===== src/rtl/cp0_exc_ctrl.sv =====
// cp0_exc_ctrl
// ------------
// Coprocessor-0 style exception and interrupt controller for a classic
// five-stage pipeline. It holds the Status, Cause and EPC registers,
// arbitrates synchronous exceptions from the MEM stage against enabled
// hardware interrupts, and sequences the one-cycle flush/redirect pulses
// for handler entry and for ERET.
//
// Ports
//   clk, rst                 clock, asynchronous active-high reset
//   irq[NUM_IRQ-1:0]         level-sensitive interrupt lines
//   exc_req, exc_code,       MEM-stage exception request, cause code,
//   exc_pc, exc_bd           instruction PC and delay-slot flag
//   eret                     ERET in the MEM stage
//   cp0_we/addr/wdata        MTC0 write port
//   cp0_rdata                MFC0 read data (combinational from cp0_addr)
//   status, cause, epc       live register values
//   flush                    one-cycle pipeline flush pulse
//   redirect, redirect_pc    one-cycle fetch redirect and its target
module cp0_exc_ctrl #(
    parameter int          NUM_IRQ      = 6,
    parameter logic [31:0] EXC_VECTOR   = 32'h0000_0180,
    parameter logic [31:0] RESET_STATUS = 32'h0000_0000
) (
    input  logic               clk,
    input  logic               rst,
    input  logic [NUM_IRQ-1:0] irq,
    input  logic               exc_req,
    input  logic [4:0]         exc_code,
    input  logic [31:0]        exc_pc,
    input  logic               exc_bd,
    input  logic               eret,
    input  logic               cp0_we,
    input  logic [4:0]         cp0_addr,
    input  logic [31:0]        cp0_wdata,
    output logic [31:0]        cp0_rdata,
    output logic [31:0]        cause,
    output logic [31:0]        epc,
    output logic [31:0]        status,
    output logic               flush,
    output logic               redirect,
    output logic [31:0]        redirect_pc
);

    localparam logic [4:0] ADDR_STATUS = 5'd12;
    localparam logic [4:0] ADDR_CAUSE  = 5'd13;
    localparam logic [4:0] ADDR_EPC    = 5'd14;

    typedef enum logic [1:0] {
        S_IDLE,
        S_ENTRY,
        S_HANDLER,
        S_RETURN
    } state_t;

    state_t             state_q, state_d;
    logic               ie_q, ie_d;
    logic               exl_q, exl_d;
    logic [NUM_IRQ-1:0] im_q, im_d;
    logic [NUM_IRQ-1:0] ip_q;
    logic               bd_q, bd_d;
    logic [4:0]         code_q, code_d;
    logic [31:0]        epc_q, epc_d;
    logic [31:0]        rpc_q, rpc_d;

    logic               int_take;
    logic               wr_ok;
    logic [31:0]        epc_entry;

    // Only IE, EXL and IM are writable; the remaining data bits are dropped.
    logic unused_wdata_bits;
    assign unused_wdata_bits = ^{cp0_wdata[31:8+NUM_IRQ], cp0_wdata[7:2]};

    assign int_take  = ie_q & ~exl_q & (|(ip_q & im_q));
    // A delay-slot instruction restarts at its branch so the branch re-executes.
    assign epc_entry = exc_bd ? (exc_pc - 32'd4) : exc_pc;

    always_comb begin
        state_d = state_q;
        ie_d    = ie_q;
        exl_d   = exl_q;
        im_d    = im_q;
        bd_d    = bd_q;
        code_d  = code_q;
        epc_d   = epc_q;
        rpc_d   = rpc_q;
        wr_ok   = 1'b0;

        case (state_q)
            S_IDLE: begin
                // Exception wins over interrupt; eret is meaningless here.
                if (exc_req || int_take) begin
                    state_d = S_ENTRY;
                    epc_d   = epc_entry;
                    exl_d   = 1'b1;
                    bd_d    = exc_bd;
                    code_d  = exc_req ? exc_code : 5'd0;
                    rpc_d   = EXC_VECTOR;
                end else begin
                    wr_ok = 1'b1;
                end
            end
            S_ENTRY: begin
                state_d = S_HANDLER;
            end
            S_HANDLER: begin
                // Nested exception keeps the original EPC so ERET returns
                // to the instruction that first trapped.
                if (exc_req) begin
                    state_d = S_ENTRY;
                    bd_d    = exc_bd;
                    code_d  = exc_code;
                    rpc_d   = EXC_VECTOR;
                end else if (eret) begin
                    state_d = S_RETURN;
                    exl_d   = 1'b0;
                    rpc_d   = epc_q;
                end else begin
                    wr_ok = 1'b1;
                end
            end
            S_RETURN: begin
                state_d = S_IDLE;
            end
            default: begin
                state_d = S_IDLE;
            end
        endcase

        // MTC0 only lands when the FSM is not moving this cycle.
        if (wr_ok && cp0_we) begin
            if (cp0_addr == ADDR_STATUS) begin
                ie_d  = cp0_wdata[0];
                exl_d = cp0_wdata[1];
                im_d  = cp0_wdata[8 +: NUM_IRQ];
            end else if (cp0_addr == ADDR_EPC) begin
                epc_d = cp0_wdata;
            end
        end
    end

    always_ff @(posedge clk or posedge rst) begin
        if (rst) begin
            state_q <= S_IDLE;
            ie_q    <= RESET_STATUS[0];
            exl_q   <= RESET_STATUS[1];
            im_q    <= RESET_STATUS[8 +: NUM_IRQ];
            ip_q    <= '0;
            bd_q    <= 1'b0;
            code_q  <= 5'd0;
            epc_q   <= 32'd0;
            rpc_q   <= 32'd0;
        end else begin
            state_q <= state_d;
            ie_q    <= ie_d;
            exl_q   <= exl_d;
            im_q    <= im_d;
            ip_q    <= irq;
            bd_q    <= bd_d;
            code_q  <= code_d;
            epc_q   <= epc_d;
            rpc_q   <= rpc_d;
        end
    end

    always_comb begin
        status               = 32'd0;
        status[0]            = ie_q;
        status[1]            = exl_q;
        status[8 +: NUM_IRQ] = im_q;
        cause                = 32'd0;
        cause[31]            = bd_q;
        cause[8 +: NUM_IRQ]  = ip_q;
        cause[6:2]           = code_q;
    end

    assign epc = epc_q;

    // Pulses decode straight from the state so reset clears them at once.
    assign flush       = (state_q == S_ENTRY) || (state_q == S_RETURN);
    assign redirect    = flush;
    assign redirect_pc = rpc_q;

    always_comb begin
        case (cp0_addr)
            ADDR_STATUS: cp0_rdata = status;
            ADDR_CAUSE:  cp0_rdata = cause;
            ADDR_EPC:    cp0_rdata = epc_q;
            default:     cp0_rdata = 32'd0;
        endcase
    end

endmodule


===== config.mk =====
export PLATFORM = sky130hd
export DESIGN_NAME = cp0_exc_ctrl
export DESIGN_NICKNAME = d
export VERILOG_FILES = /design/src/rtl/cp0_exc_ctrl.sv
export SDC_FILE = /design/constraint.sdc
export NUM_CORES = 1
export LEC_CHECK = 0
export ABC_AREA = 1
export CAP_MARGIN = 10
export CORE_MARGIN = 3
export CORE_UTILIZATION = 42
export CTS_CLUSTER_DIAMETER = 200
export DETAILED_ROUTE_END_ITERATION = 6
export PLACE_DENSITY = 0.82
export SETUP_SLACK_MARGIN = 0.15
export SLEW_MARGIN = 15
export SYNTH_ARGS = -nofsm -noshare
export SYNTH_HDL_FRONTEND = slang
export SYNTH_SLANG_ARGS = --single-unit

===== constraint.sdc =====
create_clock -name clk -period 3.6 [get_ports clk]
set_input_delay 0.9 -clock clk [delete_from_list [all_inputs] [get_ports clk]]
set_output_delay 0.9 -clock clk [all_outputs]
set_load 0.005 [all_outputs]

==> impl_metrics.py, run 1 <==
metrics = {
    "worst_setup_path": {
        "path_buf_inv": 4,
        "cpMaxStageDelayCell": "clkdlybuf4s50_1",
        "critPathKind": "in -> out",
        "worst_setup_path_end_kind": "primary output",
        "path_cells": "clkdlybuf4s50_1, nor2_2, nand4_1, buf_4, clkbuf_16, nor2_1, clkdlybuf4s50_1",
        "worst_r2r_startpoint": "im_q[3]",
        "cp_top_family": "buffers and inverters",
        "crit_fanout": 12,
        "path_common_cell": "clkdlybuf4s50_1",
        "critPathLaunch": "cp0_addr[4]",
        "cp.arrival_ps": 2650,
        "slowest_delay_ps": 520,
        "cp.required_ps": 2700,
        "start_kind": "primary input",
    },
    "die": {
        "start_util_pct": 43.6,
        "die_y_um": 119,
        "io_pins": 248,
        "core-area_um2": 12200,
        "core.rowCount": 40,
        "fp.dieW_um": 119,
        "dieArea_um2": 14100,
    },
    "placed_design": {
        "hpwlAfterDp_mm": 13.8,
        "globalplace.congestion": 0.882,
        "pre_cts_slack_ps": 0.794,
        "portBuffers": 203,
    },
    "clock_tree": {
        "root_buffer": "clkbuf_16",
        "cts_tree": "yes",
        "cts_htree_levels": 3,
        "cts_buffers": 9,
        "clock_sinks": 86,
        "clockBufferDepth": 2,
        "clk_latency_ps": 340,
        "cts.reportedPaths.clkPinSlew_ps": 60,
    },
    "synth": {
        "yosys.area_share.simple_pct": 33.8,
        "netlist_instances": 771,
        "syn_area_per_cell_um2": 6.91,
        "synth-xor-area-share_pct": 0.987,
        "yosys_warnings": 0,
        "yosysTopAreaCell": "dfrtp_1",
        "synth_top_family_by_area": "simple AND/OR/NAND/NOR gates",
        "ys_types": 32,
        "seq_area_frac_synth_pct": 40.4,
        "synth_fa_ha_area_share_pct": 0.235,
        "synth_top_area_share_pct": 40.4,
        "synth_area_um2": 5320,
        "synth_compound_area_share_pct": 8.53,
        "synth_seq_cells": 86,
        "synth_area_leaders": "dfrtp_1, nand2_1, nand3_1",
        "synth.area.mux_share_pct": 0,
    },
    "pwr": {
        "irDropWorstVdd_uv": 250,
        "p_total_mw": 4.64,
        "p_leak_nw": 3.96,
        "p_per_area_nw_per_um2": 600,
    },
    "sta": {
        "drv_slew": 0,
        "fin_skew_ps": 5.47,
        "timing.fmax_mhz": 282,
        "finalWorstSetupSlack_ps": 54.3,
        "setup_viol_count_final": 0,
        "setup_tns_ps": 0,
        "post-route-period-util_pct": 98.5,
        "whs_ps": 506,
        "rsz0062_at_grt": "yes",
        "finalHoldViolations": 0,
        "maxSlewHeadroom_pct": 51.6,
        "min_period_ps": 3550,
        "tightest_slew_ps": 725,
    },
    "layout": {
        "final_cell_mix": "nand2_1, clkdlybuf4s50_1, nand3_1, dfrtp_1, inv_1",
        "layout_commonest_cell": "nand2_1",
        "drive_above_1_share_pct": 5.66,
        "nNetsFinal": 1053,
        "antennaDiodeCount": 0,
        "syn2layout_area_growth_pct": 45.4,
    },
    "global_route": {
        "grt_max_degree": 47,
        "grt-ovfl-total": 0,
        "track_usage_pct": 25.5,
        "antenna_found_initial": 0,
        "grt_pass1_wl_mm": 28.7,
        "grt_pass1_vias": 5431,
    },
    "drt": {
        "firstDrtPassIters": 5,
        "vias": 5652,
        "wl_per_cell_um": 16.0,
        "drc": 0,
        "drt_iter0_markers": 510,
        "postRouteWirelength_mm": 18.3,
        "via_per_inst": 4.96,
        "ant_nets": 0,
    },
    "flow_run": {
        "cap_violations": 0,
    },
    "hold_path": {
        "hold_class": "reg -> reg",
        "hp-start": "redirect_pc[20]",
    },
    "run_status": {
        "run_status": "complete, no violations",
    },
}
final cells by class:
type,count,area [um2]
Timing Repair Buffer,219,2230
Fill cell,1111,4470
Multi-Input combinational cell,567,2510
Inverter,83,320
Clock inverter,4,55.1
Tap cell,168,210
Clock buffer,12,256
Sequential cell,86,2150
state kept, by name, indices dropped and copies added (netlist names):
register and cells:
bd_q 1, code_q 5, epc 32, exl_q 1
ie_q 1, im_q 6, ip_q 6, redirect_pc 32
state_q 2
power by group:
part,internal (mW),switching (mW)
Combinational,1.00,0.982
Sequential,1.32,0.388
Clock,0.578,0.374
metal layers:
layer  wire (um)  global-route usage [%]  vias to the layer above
met1        7660                    34.8                     2605
met4         661                    11.0                        0
met5           0                       0                        -
met2        8630                    39.7                      259
met3        1310                    4.59                       49
li1            -                       -                     2739
through the flow:
| step | area (um2) | cells | utilization, % |
|---|---|---|---|
| after floorplan | 5490 | 814 | - |
| after global placement | 7310 | 1118 | 59.9 |
| after detailed placement | 7310 | 1118 | 59.9 |
| after CTS | 7640 | 1135 | 62.5 |
| after global routing | 7740 | 1139 | 63.4 |
| final | 7740 | 1139 | 63.4 |
tightest hold or removal path: stages, from the launching register on:
cell     delay (ps)
dfrtp_1         330
o21ai_0          80
nand2_1          60
Yosys cell counts, drive strengths merged:
master and number:
ha 1, clkbuf 13, conb 1, o31ai 1, a21oi 4, or2 4
nand4 7, nand2 241, o21ai 73, o22ai 2, nand3 91, and2 1
xor2 4, a22o 1, o221ai 3, nor2 81, buf 66, o21bai 1
inv 83, a31oi 1, nand3b 4, xnor2 2, dfrtp 86
worst paths after layout:
check,to,slack (ps),depth (start not counted)
min in group asynchronous,redirect_pc[14],990,2
worst max register to register,redirect_pc[7],1550,12
worst min-delay path,redirect_pc[20],510,2
worst min register to register,redirect_pc[20],510,2
max in group asynchronous,im_q[5],1930,3
worst max-delay path,cp0_rdata[17],50,7
kinds of logic after synthesis:
| logic type | after synthesis |
|---|---|
| adder cells (fa/ha/maj) | 1 |
| XOR/XNOR | 6 |
| AND/OR/NAND/NOR | 429 |
| buffers and inverters | 162 |
| flip-flops | 86 |
| other | 1 |
| AO/OA/AOI/OAI | 86 |
repair_timing:
item                                    CTS  global route
hold buffers                              0             0
buffers inserted                          0             3
endpoints found under the setup margin   14            15
resized for setup                         6            16
gates cloned                              1             1
pin swaps                                 1             2
No activity file was read; power rests on OpenSTA's default activity.
==> inputs of run 2 (changes only) <==
- CAP_MARGIN: 10 -> 0
- CORE_MARGIN: 3 -> default
==> impl_metrics.py, run 2 (synthesis gave the netlist of run 1 again) <==
metrics = {
    "pwr": {
        "p_total_mw": 4.70,
        "p_per_area_nw_per_um2": 605,
        "p_leak_nw": 4.10,
        "irDropWorstVdd_uv": 304,
    },
    "clock_tree": {
        "cts_htree_levels": 3,
        "clockBufferDepth": 2,
        "clock_sinks": 86,
        "cts.reportedPaths.clkPinSlew_ps": 70,
        "root_buffer": "clkbuf_16",
        "clk_latency_ps": 340,
        "cts_buffers": 9,
        "cts_tree": "yes",
    },
    "placed_design": {
        "hpwlAfterDp_mm": 13.0,
        "dp_cells": 1119,
        "portBuffers": 203,
        "postPlaceCellArea_um2": 7310,
        "globalplace.congestion": 0.922,
        "pre_cts_slack_ps": -4.76,
    },
    "layout": {
        "final_cell_mix": "nand2_1, clkdlybuf4s50_1, nand3_1, dfrtp_1, inv_1",
        "drive_above_1_share_pct": 6.05,
        "stdcell_count": 1143,
        "antennaDiodeCount": 0,
        "syn2layout_area_growth_pct": 45.9,
        "nNetsFinal": 1057,
        "design_area_um2": 7770,
        "num-fill-cells": 1077,
        "layout_commonest_cell": "nand2_1",
    },
    "global_route": {
        "met2_usage_pct": 41.5,
        "use_met3_pct": 3.12,
        "track_usage_pct": 26.3,
        "grt_pass1_vias": 5054,
        "grt_pass1_wl_mm": 26.3,
        "grt.busiest_layer": "met2",
        "grt_max_degree": 87,
        "antenna_found_initial": 0,
        "use_met1_pct": 36.2,
        "grt-ovfl-total": 0,
    },
    "sta": {
        "rsz0062_at_grt": "yes",
        "whs_ps": 506,
        "drv_slew": 0,
        "post-route-period-util_pct": 98.7,
        "min_period_ps": 3550,
        "finalHoldViolations": 0,
        "tightest_slew_ps": 542,
        "maxSlewHeadroom_pct": 63.8,
        "setup_viol_count_final": 0,
        "finalWorstSetupSlack_ps": 46.9,
        "fin_skew_ps": 9.98,
        "timing.fmax_mhz": 281,
    },
    "drt": {
        "drt_iter0_markers": 548,
        "firstDrtPassIters": 5,
        "vias": 5627,
        "via_per_inst": 4.92,
        "drc": 0,
        "ant_nets": 0,
        "postRouteWirelength_mm": 17.6,
        "wl_per_cell_um": 15.4,
    },
    "worst_setup_path": {
        "start_kind": "primary input",
        "cp.required_ps": 2700,
        "cp.arrival_ps": 2650,
        "crit_fanout": 6,
        "critPathKind": "in -> out",
        "worst_setup_path_end_kind": "primary output",
    },
    "die": {
        "core-area_um2": 12200,
        "start_util_pct": 43.8,
        "die_y_um": 115,
        "dieArea_um2": 13100,
        "fp.dieW_um": 115,
        "core.rowCount": 40,
        "io_pins": 248,
    },
    "flow_run": {
        "cap_violations": 0,
    },
    "hold_path": {
        "hold_class": "reg -> reg",
    },
    "run_status": {
        "run_status": "complete, no violations",
    },
}
[run 2: timing repair]
item,CTS,global route
buffers inserted,1,4
hold endpoints to repair,0,0
cloned,1,2
gates resized for setup,4,26
hold buffers,0,0
endpoints found under the setup margin,15,32
pin swaps,1,1
[run 2: layout make-up]
type	instances	area (um2)	share of cell area, %
Multi-Input combinational cell	567	2510	32.3
Timing Repair Buffer	223	2250	28.9
Sequential cell	86	2150	27.7
Inverter	83	313	4.03
Clock buffer	10	239	3.08
Tap cell	168	210	2.71
Clock inverter	6	92.6	1.19
[run 2: critical path, cell delays in order]
cell             delay, ps
clkdlybuf4s50_1        500
nand4_1                260
buf_6                  240
o221ai_1               200
clkdlybuf4s50_1        550
[run 2: where the power goes]
part | internal [mW] | leakage (nW) | total (mW) | switching (mW)
combinational | 1.00 | 2.86 | 1.99 | 0.990
sequential | 1.32 | 1.08 | 1.69 | 0.374
clock | 0.630 | 0.155 | 1.02 | 0.386
total | 2.95 | 4.10 | 4.70 | 1.75
[run 2: worst paths after layout]
kind / depth (start not counted) / startpoint / to / slack [ps]
setup / recovery: 5 / cp0_addr[3] / cp0_rdata[11] / 50
hold / removal: 2 / redirect_pc[21] / redirect_pc[21] / 510
setup reg to reg: 11 / im_q[4] / epc[14] / 1460
hold reg to reg: 2 / redirect_pc[21] / redirect_pc[21] / 510
max in group asynchronous: 3 / rst / epc[8] / 2260
min in group asynchronous: 3 / rst / redirect_pc[20] / 980
[run 2: stage by stage]
stage / setup TNS (ps) / util (%)
after global placement: 0 / 60.1
after floorplan: 0 / -
after global routing: -15.2 / 63.9
final: 0 / 63.9
after detailed placement: -4.76 / 60.1
after CTS: 0 / 63.0
[run 2: layer usage]
metal  wire length, um  vias up
li1                  -     2740
met1              7790     2623
met2              8230      225
met3               922       39
met4               626        0
met5                 0        -
==> inputs of run 3 (changes only) <==
- SKIP_LAST_GASP: default -> 1
==> results of run 3 <==
No change in the layout: final DEF, timing and power equal those of run 2.
